File: src/rtl/ifu_pkg.sv
// Shared types and constants for the instruction fetch unit.
package ifu_pkg;

  typedef enum logic [1:0] {
    REQ,
    WAIT,
    VALID
  } ifu_state_t;

  localparam logic [31:0] NOP_INSN         = 32'h0000_0013;
  localparam logic [31:0] RESET_PC_DEFAULT = 32'h8000_0000;

endpackage

File: src/rtl/ifu.sv
// Instruction fetch: one word per core PC, REQ -> WAIT -> VALID, 3 cycles per insn on zero-wait memory.
// Request held until mem_req_ready; instruction held until cmd_ack; misaligned PC yields a flagged NOP.
module ifu
  import ifu_pkg::*;
#(
  parameter logic [31:0] RESET_PC = RESET_PC_DEFAULT,
  parameter logic [31:0] NOP      = NOP_INSN
) (
  input  logic        clk,
  input  logic        rst,
  input  logic [31:0] pc,
  output logic [31:0] cmd,
  output logic        cmd_valid,
  input  logic        cmd_ack,
  output logic        fetch_misalign,
  output logic        mem_req_valid,
  input  logic        mem_req_ready,
  output logic [31:0] mem_req_addr,
  input  logic        mem_resp_valid,
  input  logic [31:0] mem_resp_data,
  output logic [31:0] fetch_count
);

  ifu_state_t  state;
  logic [31:0] cmd_q;
  logic        misalign_q;
  logic        pc_aligned;
  logic        unused_reset_pc;

  // RESET_PC lives in the core's PC register; it is only carried here for the bench.
  assign unused_reset_pc = ^RESET_PC;

  assign pc_aligned     = (pc[1:0] == 2'b00);
  assign mem_req_valid  = (state == REQ) && pc_aligned;
  assign mem_req_addr   = {pc[31:2], 2'b00};
  assign cmd_valid      = (state == VALID);
  assign cmd            = cmd_valid ? cmd_q : NOP;
  assign fetch_misalign = cmd_valid && misalign_q;

  always_ff @(posedge clk) begin
    if (rst) begin
      state       <= REQ;
      cmd_q       <= NOP;
      misalign_q  <= 1'b0;
      fetch_count <= '0;
    end else begin
      unique case (state)
        REQ: begin
          if (!pc_aligned) begin
            cmd_q      <= NOP;
            misalign_q <= 1'b1;
            state      <= VALID;
          end else if (mem_req_ready) begin
            state <= WAIT;
          end
        end
        WAIT: begin
          if (mem_resp_valid) begin
            cmd_q      <= mem_resp_data;
            misalign_q <= 1'b0;
            state      <= VALID;
          end
        end
        VALID: begin
          if (cmd_ack) begin
            fetch_count <= fetch_count + 32'd1;
            state       <= REQ;
          end
        end
        default: state <= REQ;
      endcase
    end
  end

endmodule

File: config.mk
export PLATFORM = sky130hd
export DESIGN_NAME = ifu
export DESIGN_NICKNAME = d
export VERILOG_FILES = /design/src/rtl/ifu_pkg.sv /design/src/rtl/ifu.sv
export SDC_FILE = /design/constraint.sdc
export NUM_CORES = 1
export LEC_CHECK = 0
export ABC_AREA = 1
export ABC_CLOCK_PERIOD_IN_PS = 1300
export BUFFER_PORTS_ARGS = -buffer_cell sky130_fd_sc_hd__buf_2
export CAP_MARGIN = 20
export CORE_MARGIN = 2
export CORE_UTILIZATION = 42
export CTS_CLUSTER_DIAMETER = 100
export DETAILED_ROUTE_END_ITERATION = 10
export HOLD_SLACK_MARGIN = 0.02
export PLACE_DENSITY = 0.84
export SYNTH_ARGS = -nofsm -noshare
export SYNTH_HDL_FRONTEND = slang
export SYNTH_SLANG_ARGS = --single-unit
File: constraint.sdc
create_clock -name clk -period 1.3 [get_ports clk]
set_input_delay 0.195 -clock clk [delete_from_list [all_inputs] [get_ports clk]]
set_output_delay 0.195 -clock clk [all_outputs]
set_load 0.005 [all_outputs]
Yosys cells after proc, flatten, opt, wreduce, memory -nomap -nowiden
Index checks and enable logic that the tools add are counted.

storage, ports and cells
  flip-flop bits (word level) = 67
  latch bits = 0
  bits in writable memories = 0
  memory bits (read-only) = 0
  input port bits = 69
  output and inout port bits = 99
  logic and storage cells = 31
  memories kept = 0

cells by class
  add/subtract/negate cells = 1
  $mul = 0
  divide/modulo/power cells = 0
  $lt $le $gt $ge = 0
  equality and inequality tests = 6
  shift-type cells = 0
  mux-type cells = 12
  bitwise gates (word level) = 0
  reduce and logical (&&, ||, !) cells = 8

operator list
  cell                                           count
  two-way mux 32 bit                             3
  case mux 32 bit (2 select lines)               1
  adder 32 x 1 -> 32 bit, second input constant  1
  two-way mux 2 bit                              4
  case mux 2 bit (3 select lines)                1
  AND reduction 3 bit                            2
  zero test 2 bit                                2
  != test 2 bit, second input constant           2
  != test 3 bit, second input constant           1
  == test 2 x 1 -> 1 bit, second input constant  1
  == test 2 bit, second input constant           1
  logical AND 1 bit                              2
  two-way mux 1 bit                              2
  != test 2 x 1 -> 1 bit, second input constant  1
  case mux 1 bit (2 select lines)                1
  AND reduction 2 bit                            1
  nonzero test 2 bit                             1

Depth between registers and ports, before layout
Gate-level depths: netlist of the first run.

  depth after elaboration = 3
  mapped depth = 9
  depth with buffers taken out = 9

Worst setup path after synthesis of the first run
OpenSTA, ideal clock, no wires.

  kind = flip-flop to flip-flop
  start point = reg fetch_count[1]
  end point = reg fetch_count[24]
  setup time = 128 ps
  arrival time = 1315 ps
  required time = 1172 ps
  setup slack = -143 ps
  stages on the path, launching flop included = 9
  path buffers = 0
  clock period less this slack = 1443 ps
  cell sequence = dfxtp_1 ha_1 nand3_1 nor2_4 nand3_2 nor2_4 nand3_1 nand2_1 nor2_1

between the ends
  longest elaborated chain between the ends = 1

ends and longest elaborated chain
  item                    RTL line   RTL
  from (decl)             ifu.sv:21  output logic [31:0] fetch_count
  from (signal assigned)  ifu.sv:66  fetch_count <= fetch_count + 32'd1;
  adder 32 x 1 -> 32 bit  ifu.sv:66

Every way passes these cells.
A chain may end at the register's enable or synchronous reset.

Worst setup path in the final report of the first run
  start point = reg state[0]
  end point = reg cmd_q[13]

between the ends
  longest elaborated chain between the ends = 3
  elaborated cells between the ends (all ways) = 7
  those cells by class = 3 x eq/ne; 1 x mux; 3 x reduce/logical

ends and longest elaborated chain
  item                                                                  RTL line   RTL
  from (decl)                                                           ifu.sv:24  ifu_state_t state;
  from (signal assigned)                                                ifu.sv:42  state <= REQ;
  from (signal assigned)                                                ifu.sv:52  state <= VALID;
  from (signal assigned)                                                ifu.sv:54  state <= WAIT;
  == test 2 x 1 -> 1 bit or zero test 2 bit (tied branches)             ifu.sv:47  unique case (state)
  != test 2 bit (no source line) or nonzero test 2 bit (tied branches)  n/a
  AND reduction 3 bit (no source line)                                  n/a
  to (signal assigned)                                                  ifu.sv:59  cmd_q <= mem_resp_data;
  to (decl)                                                             ifu.sv:25  logic [31:0] cmd_q;

Several ways; a longest one is shown, not always the timed one.

==> results.toml, run 1 <==
[critical_path]
worstPathRequired_ns = 1.56
critPathKind = "register to register"
cp_slowest_cell = "dfxtp_2"
critical_path.cell_chain = "clkinv_4 > buf_12 > nor2_2 > nand2_1 > nand2_2 > inv_2 > buf_12 > a211oi_2"
cpMostUsedCell = "buf_12"
cpPeakStageDelay_ns = 0.36
cp-end-kind = "register"
cp-start-kind = "register"
cp_max_fo = 36
crit_arrival_ns = 1.84
r2r_slack_ns = -0.28

[logic_synthesis]
yosys_warnings = 0
yosysUniqueCellTypes = 29
async_flop_share_pct = 0
synthFlopType = "dfxtp_1"
synthCells = 501
synth_area_mm2 = 0.003458
synth_area_leaders = "dfxtp_1 39%, nor2_1 8.7%, nand2_1 8.5%"
synth_top_area_share_pct = 38.78
ys_seq_elements = 67
synth_edf_count = 0
seq_area_frac_synth_pct = 38.78
avgSynthCellArea_um2 = 6.903
synth_top_area_cell = "dfxtp_1"

[outcome]
violations = "setup timing"
status = "finished with violations"

[route]
drtPass1Iterations = 6
drt_iter0_markers = 183
viasPerCell = 5.173
wl_per_cell_um = 15.57
drtAntennaViolNets = 0
drt_wl_total_mm = 11.79
route.detailed.drc = 0
dr_total_vias = 3916

[clocking]
clk_latency_ns = 0.35
path_clk_slew_ns = 0.08
clk_path_buf_depth = 2
cts.sinks = 67
cts.htree.levels = 3
cts_buffers = 9
postCtsHoldBufs = 0
cts_tree = "built"
cts_root_buf = "clkbuf_8"

[pwr]
p_leak_nw = 2.329
p_per_area_mw_per_mm2 = 961.2
vdd.ir_drop.worst_mv = 0.5817
total_power_w = 0.005137

[global_routing]
grt_usage_pct = 22.70
grt_overflow = 0
grt_pass1_wl_mm = 16.09
grt_max_degree = 37
grt_pass1_vias = 3808
antenna_found_initial = 0

[place]
preCtsSetupSlack_ns = -0.1326
io_buffers = 105
dp_hpwl_mm = 6.980
gp_routability_congestion = 0.8551
placed_cells = 720

[floorplan]
rows = 33
die-width_um = 94.74
start_util_pct = 42.73
die_y_um = 94.74
dieArea_mm2 = 0.008976
ios = 168
core_mm2 = 0.008093

[final_layout]
syn_to_final_growth_pct = 54.52
stdcell_count = 757
diodes = 0
drive_above_1_share_pct = 52.30
nets = 717

[timing]
post-route-min-period_ns = 1.576
fin_skew_ns = 0.01360
setup_viol = 99
fmax_ghz = 0.6346
timing.final.ws_setup_ns = -0.2759
grt_setup_unrepaired = "true"
fin_crit_sh_pct = 121.2
drv_slew = 0
hold_viol_final = 0

[job]
maxCapViolations = 0

[min_path]
hp-class = "input port to register"
cells in the mapped netlist, types with 2 or more instances:
cell type and instances:
nand4_1 6, dfxtp_1 67, nor2_1 80, a21oi_1 47, nor2_4 3, clkbuf_1 11, nor3_1 9, o21ai_0 12
inv_1 69, inv_2 2, nor3b_1 2, buf_2 6, nand3_1 23, or2_2 5, a211oi_1 29, nor2_2 4
o21a_1 2, buf_4 34, nand2_1 78, nand3b_1 3
sequential cells by signal (all words and copies together) (netlist names):
signal	flops
state	2
fetch_count	32
misalign_q	1
cmd_q	32
stage by stage:
stage / cell area [um^2] / hold slack [ns] / TNS, ns / util, %
6_report: 5344 / 0.1100 / -14.32 / 66.03
2_1_floorplan: 3511 / 0.3545 / -0.01468 / -
3_5_place_dp: 4309 / 0.3900 / -1.983 / 53.25
5_1_grt: 5344 / 0.1148 / -20.28 / 66.03
3_3_place_gp: 4309 / 0.3900 / -0.4182 / 53.25
4_1_cts: 4949 / 0.09761 / -9.281 / 61.15
critical path, delay by kind of cell, from the launching register on:
kind / cells / cell delay, ns
and+or+nand+nor: 3 / 0.37
DFF: 1 / 0.36
buffers and inverters: 4 / 0.47
AOI/OAI and AO/OA: 1 / 0.27
path summary, 6_finish.rpt:
| path | start | to | cells past startpoint |
|---|---|---|---|
| worst max-delay path | state[0] | cmd_q[13] | 8 |
| worst min-delay path | mem_resp_data[0] | cmd_q[0] | 3 |
| worst max register to register | state[0] | cmd_q[13] | 8 |
| worst min register to register | cmd_q[0] | cmd_q[0] | 2 |
layout make-up:
cell class              count  area (um^2)
repair buffers            184         1270
fillers                   625         2749
clock buffers              10        137.6
well taps                 105        131.4
inverters                  71        271.5
flip-flops and latches     67         1375
multi-input cells         314         2069
clock inverters             6        88.84
report_power, final:
group,internal [W],switching (W)
combinational,0.000401,0.000548
sequential,0.00215,0.0000491
clock,0.00113,0.000855
metal layers:
layer,global-route usage [%],vias up,wire (um)
met3,4.868,33,702
met5,0,-,0
met4,12.56,0,346
met1,24.77,1859,4624
li1,-,1863,-
met2,40.66,161,6115
cell families (layout without fill, tap and decap cells):
kind of cell,after synthesis,after routing,share of synthesized area (%)
AND/OR/NAND/NOR,216,217,27.53
XOR/XNOR,1,1,0.2533
adder cells (fa/ha/maj),1,1,0.3617
buffers and inverters,122,271,17.15
AO/OA/AOI/OAI,93,93,15.81
flip-flops,67,67,38.78
other,1,2,0.1084
placed cells by master, fill, tap and decap left out, drive strengths merged, types with 3 or more instances in the layout:
cell and count:
nor3 9, nand3b 3, a21oi 47, dfxtp 67, clkbuf 12, nand2 79
nor2 87, clkinv 3, o21ai 13, nand3 25, a211oi 29, inv 70
or2 5, buf 182, nand4 6
timing repair:
item,4_1_cts,5_1_grt
gates resized for setup,80,90
pin swaps,10,16
gates cloned,1,3
setup endpoints to repair,85,98
buffers inserted,12,7
Note: power is estimated with default switching activity, not from simulation.
==> inputs of run 2 (changes only) <==
- ABC_CLOCK_PERIOD_IN_PS: 1300 -> 1380
- clock period: 1.3 -> 1.38 ns (I/O delays scaled with it)
==> run 2 against run 1 <==
The flow still finishes with violations (setup timing); clock skew is 0.0031 ns lower; die area unchanged; count of clock-buffer cells in the layout rose by 2; maximum frequency up 1.1%; total power down 5.8%; sequential cell count did not move; register-to-register slack gained 0.097 ns; global-route usage down 0.88 points; non-clock buffer count shrank 4; via count grew 3.5%; critical path depth shrank 2; worst hold slack better by 0.041 ns; critical path type unchanged.
==> results.toml, run 2 (synthesized netlist as in run 1, its figures left out) <==
[final_layout]
largestRegisters = "cmd_q (32), fetch_count (32), state (2)"
nets = 713
drive_above_1_share_pct = 55.57
regArea_mm2 = 0.001380
layout_common_cells = "101 x buf_2, 62 x nand2_1, 62 x inv_1"
syn_to_final_growth_pct = 58.47
stdcell_count = 751
fill_cells = 585
final_common_cell = "buf_2"
multi_input_area_mm2 = 0.002187
diodes = 0

[timing]
hold_viol_final = 0
drv_slew = 0
fin_skew_ns = 0.01055
post-route-min-period_ns = 1.559
fin_crit_sh_pct = 113.0
fmax_ghz = 0.6415
setup_viol = 69
timing.final.ws_setup_ns = -0.1788
grt_setup_unrepaired = "true"

[route]
drt_iter0_markers = 184
drtAntennaViolNets = 0
drt_wl_total_mm = 13.07
wl_per_cell_um = 17.40
dr_total_vias = 4052
route.detailed.drc = 0
viasPerCell = 5.395
drtPass1Iterations = 5

[floorplan]
die-width_um = 94.74
rows = 33
core_mm2 = 0.008093
die_y_um = 94.74
start_util_pct = 42.73
dieArea_mm2 = 0.008976
ios = 168

[global_routing]
grt_overflow = 0
grt_pass1_vias = 3410
grt_pass1_wl_mm = 15.49
antenna_found_initial = 0
grt_usage_pct = 21.82
grt_max_degree = 44

[clocking]
cts_tree = "built"
cts.htree.levels = 3
cts_buffers = 9
cts.sinks = 67
cts_root_buf = "clkbuf_8"
path_clk_slew_ns = 0.07
postCtsHoldBufs = 0
clk_latency_ns = 0.33
clk_path_buf_depth = 2

[critical_path]
critical_path.cell_chain = "clkinv_4 > buf_4 > nor2_4 > buf_8 > a21oi_1 > a211oi_1"
path_buf_inv = 3
cp_max_fo = 29
critPathTopFamily = "buffers and inverters"
cp-start-kind = "register"
startpoint = "state[0]"
critPathKind = "register to register"
cp-end-kind = "register"
worstPathRequired_ns = 1.61
cp_slowest_cell = "dfxtp_2"
timing.rr.start = "state[0]"
cpPeakStageDelay_ns = 0.36
crit_arrival_ns = 1.79

[place]
placed_cells = 711
io_buffers = 105
gp_routability_congestion = 0.9205
dp_hpwl_mm = 7.189

[pwr]
total_power_w = 0.004836
p_leak_nw = 2.354
vdd.ir_drop.worst_mv = 0.6615
p_seq_share_pct = 43.0
combPwrFrac_pct = 22.4
p_per_area_mw_per_mm2 = 882.5
pwr-share-clk_pct = 34.6
switchingPower_w = 0.001374
sw_frac_of_total_pct = 28.41
internal-power_w = 0.003462

[job]
maxCapViolations = 0

[min_path]
hp-start = "mem_req_ready"
hp-class = "input port to register"

[outcome]
violations = "setup timing"
status = "finished with violations"
## run 2: cell count changes in the layout (fill, tap and decap cells not counted), moves of 4 or more
cell     delta
a21oi_1     -4
a21oi_2     -5
a21oi_4     +9
buf_4      -10
dfxtp_1     -6
dfxtp_2     +7
nand2_1     -8
nand2_2     +4
nand2_4     +4
nand3_1     -5
nand3_2     +7
## run 2: area by class of cell
class | instances | share of cell area (%)
timing repair buffer | 180 | 23.72
clock buffer | 12 | 3.014
clock inverter | 2 | 0.6393
sequential | 67 | 25.18
inverter | 71 | 5.137
multi-input combinational | 314 | 39.91
tap | 105 | 2.397
## run 2: tightest hold or removal path: cells and delay by family
family | cells | cell delay (ns)
AO/OA/AOI/OAI | 1 | 0.06
buffers and inverters | 1 | 0.10
AND/OR/NAND/NOR | 1 | 0.07
## run 2: layer usage
layer	track usage, %	share of wire (%)	vias up
li1	-	-	1858
met5	0	0	-
met1	25.33	36	1893
met4	5.797	3.1	0
met3	5.826	9.0	45
met2	39.48	52	256
## run 2: power by group through the flow
| stage | registers (W) | logic, W | clock network (W) |
|---|---|---|---|
| after floorplan | 0.00210 | 0.000427 | 0 |
| after global placement | 0.00211 | 0.000552 | 0 |
| after detailed placement | 0.00211 | 0.000572 | 0 |
| after CTS | 0.00207 | 0.000656 | 0.00170 |
| after global routing | 0.00208 | 0.00114 | 0.00180 |
| final | 0.00208 | 0.00108 | 0.00168 |
## run 2: timing repair
item,4_1_cts,5_1_grt
setup endpoints to repair,60,88
pin swaps,9,26
cloned,0,10
buffers inserted,5,11
resized for setup,49,164
## run 2: stage by stage
step / utilization, % / TNS, ns / hold WS [ns] / area [um^2] / worst slack, ns
after global routing: 67.72 / -8.401 / 0.1617 / 5480 / -0.2453
after detailed placement: 52.18 / -0.5059 / 0.4140 / 4223 / -0.09394
after floorplan: - / 0 / 0.3665 / 3480 / 0.002999
after global placement: 52.18 / -0.09051 / 0.4140 / 4223 / -0.06068
final: 67.72 / -4.029 / 0.1512 / 5480 / -0.1788
after CTS: 57.42 / -1.104 / 0.1180 / 4647 / -0.04960
## run 2: path summary, 6_finish.rpt
kind,end,slack (ns),cells past startpoint
worst max-delay path,cmd_q[11],-0.18,6
worst min-delay path,state[0],0.15,3
worst max register to register,cmd_q[11],-0.18,6
worst min register to register,cmd_q[6],0.47,2
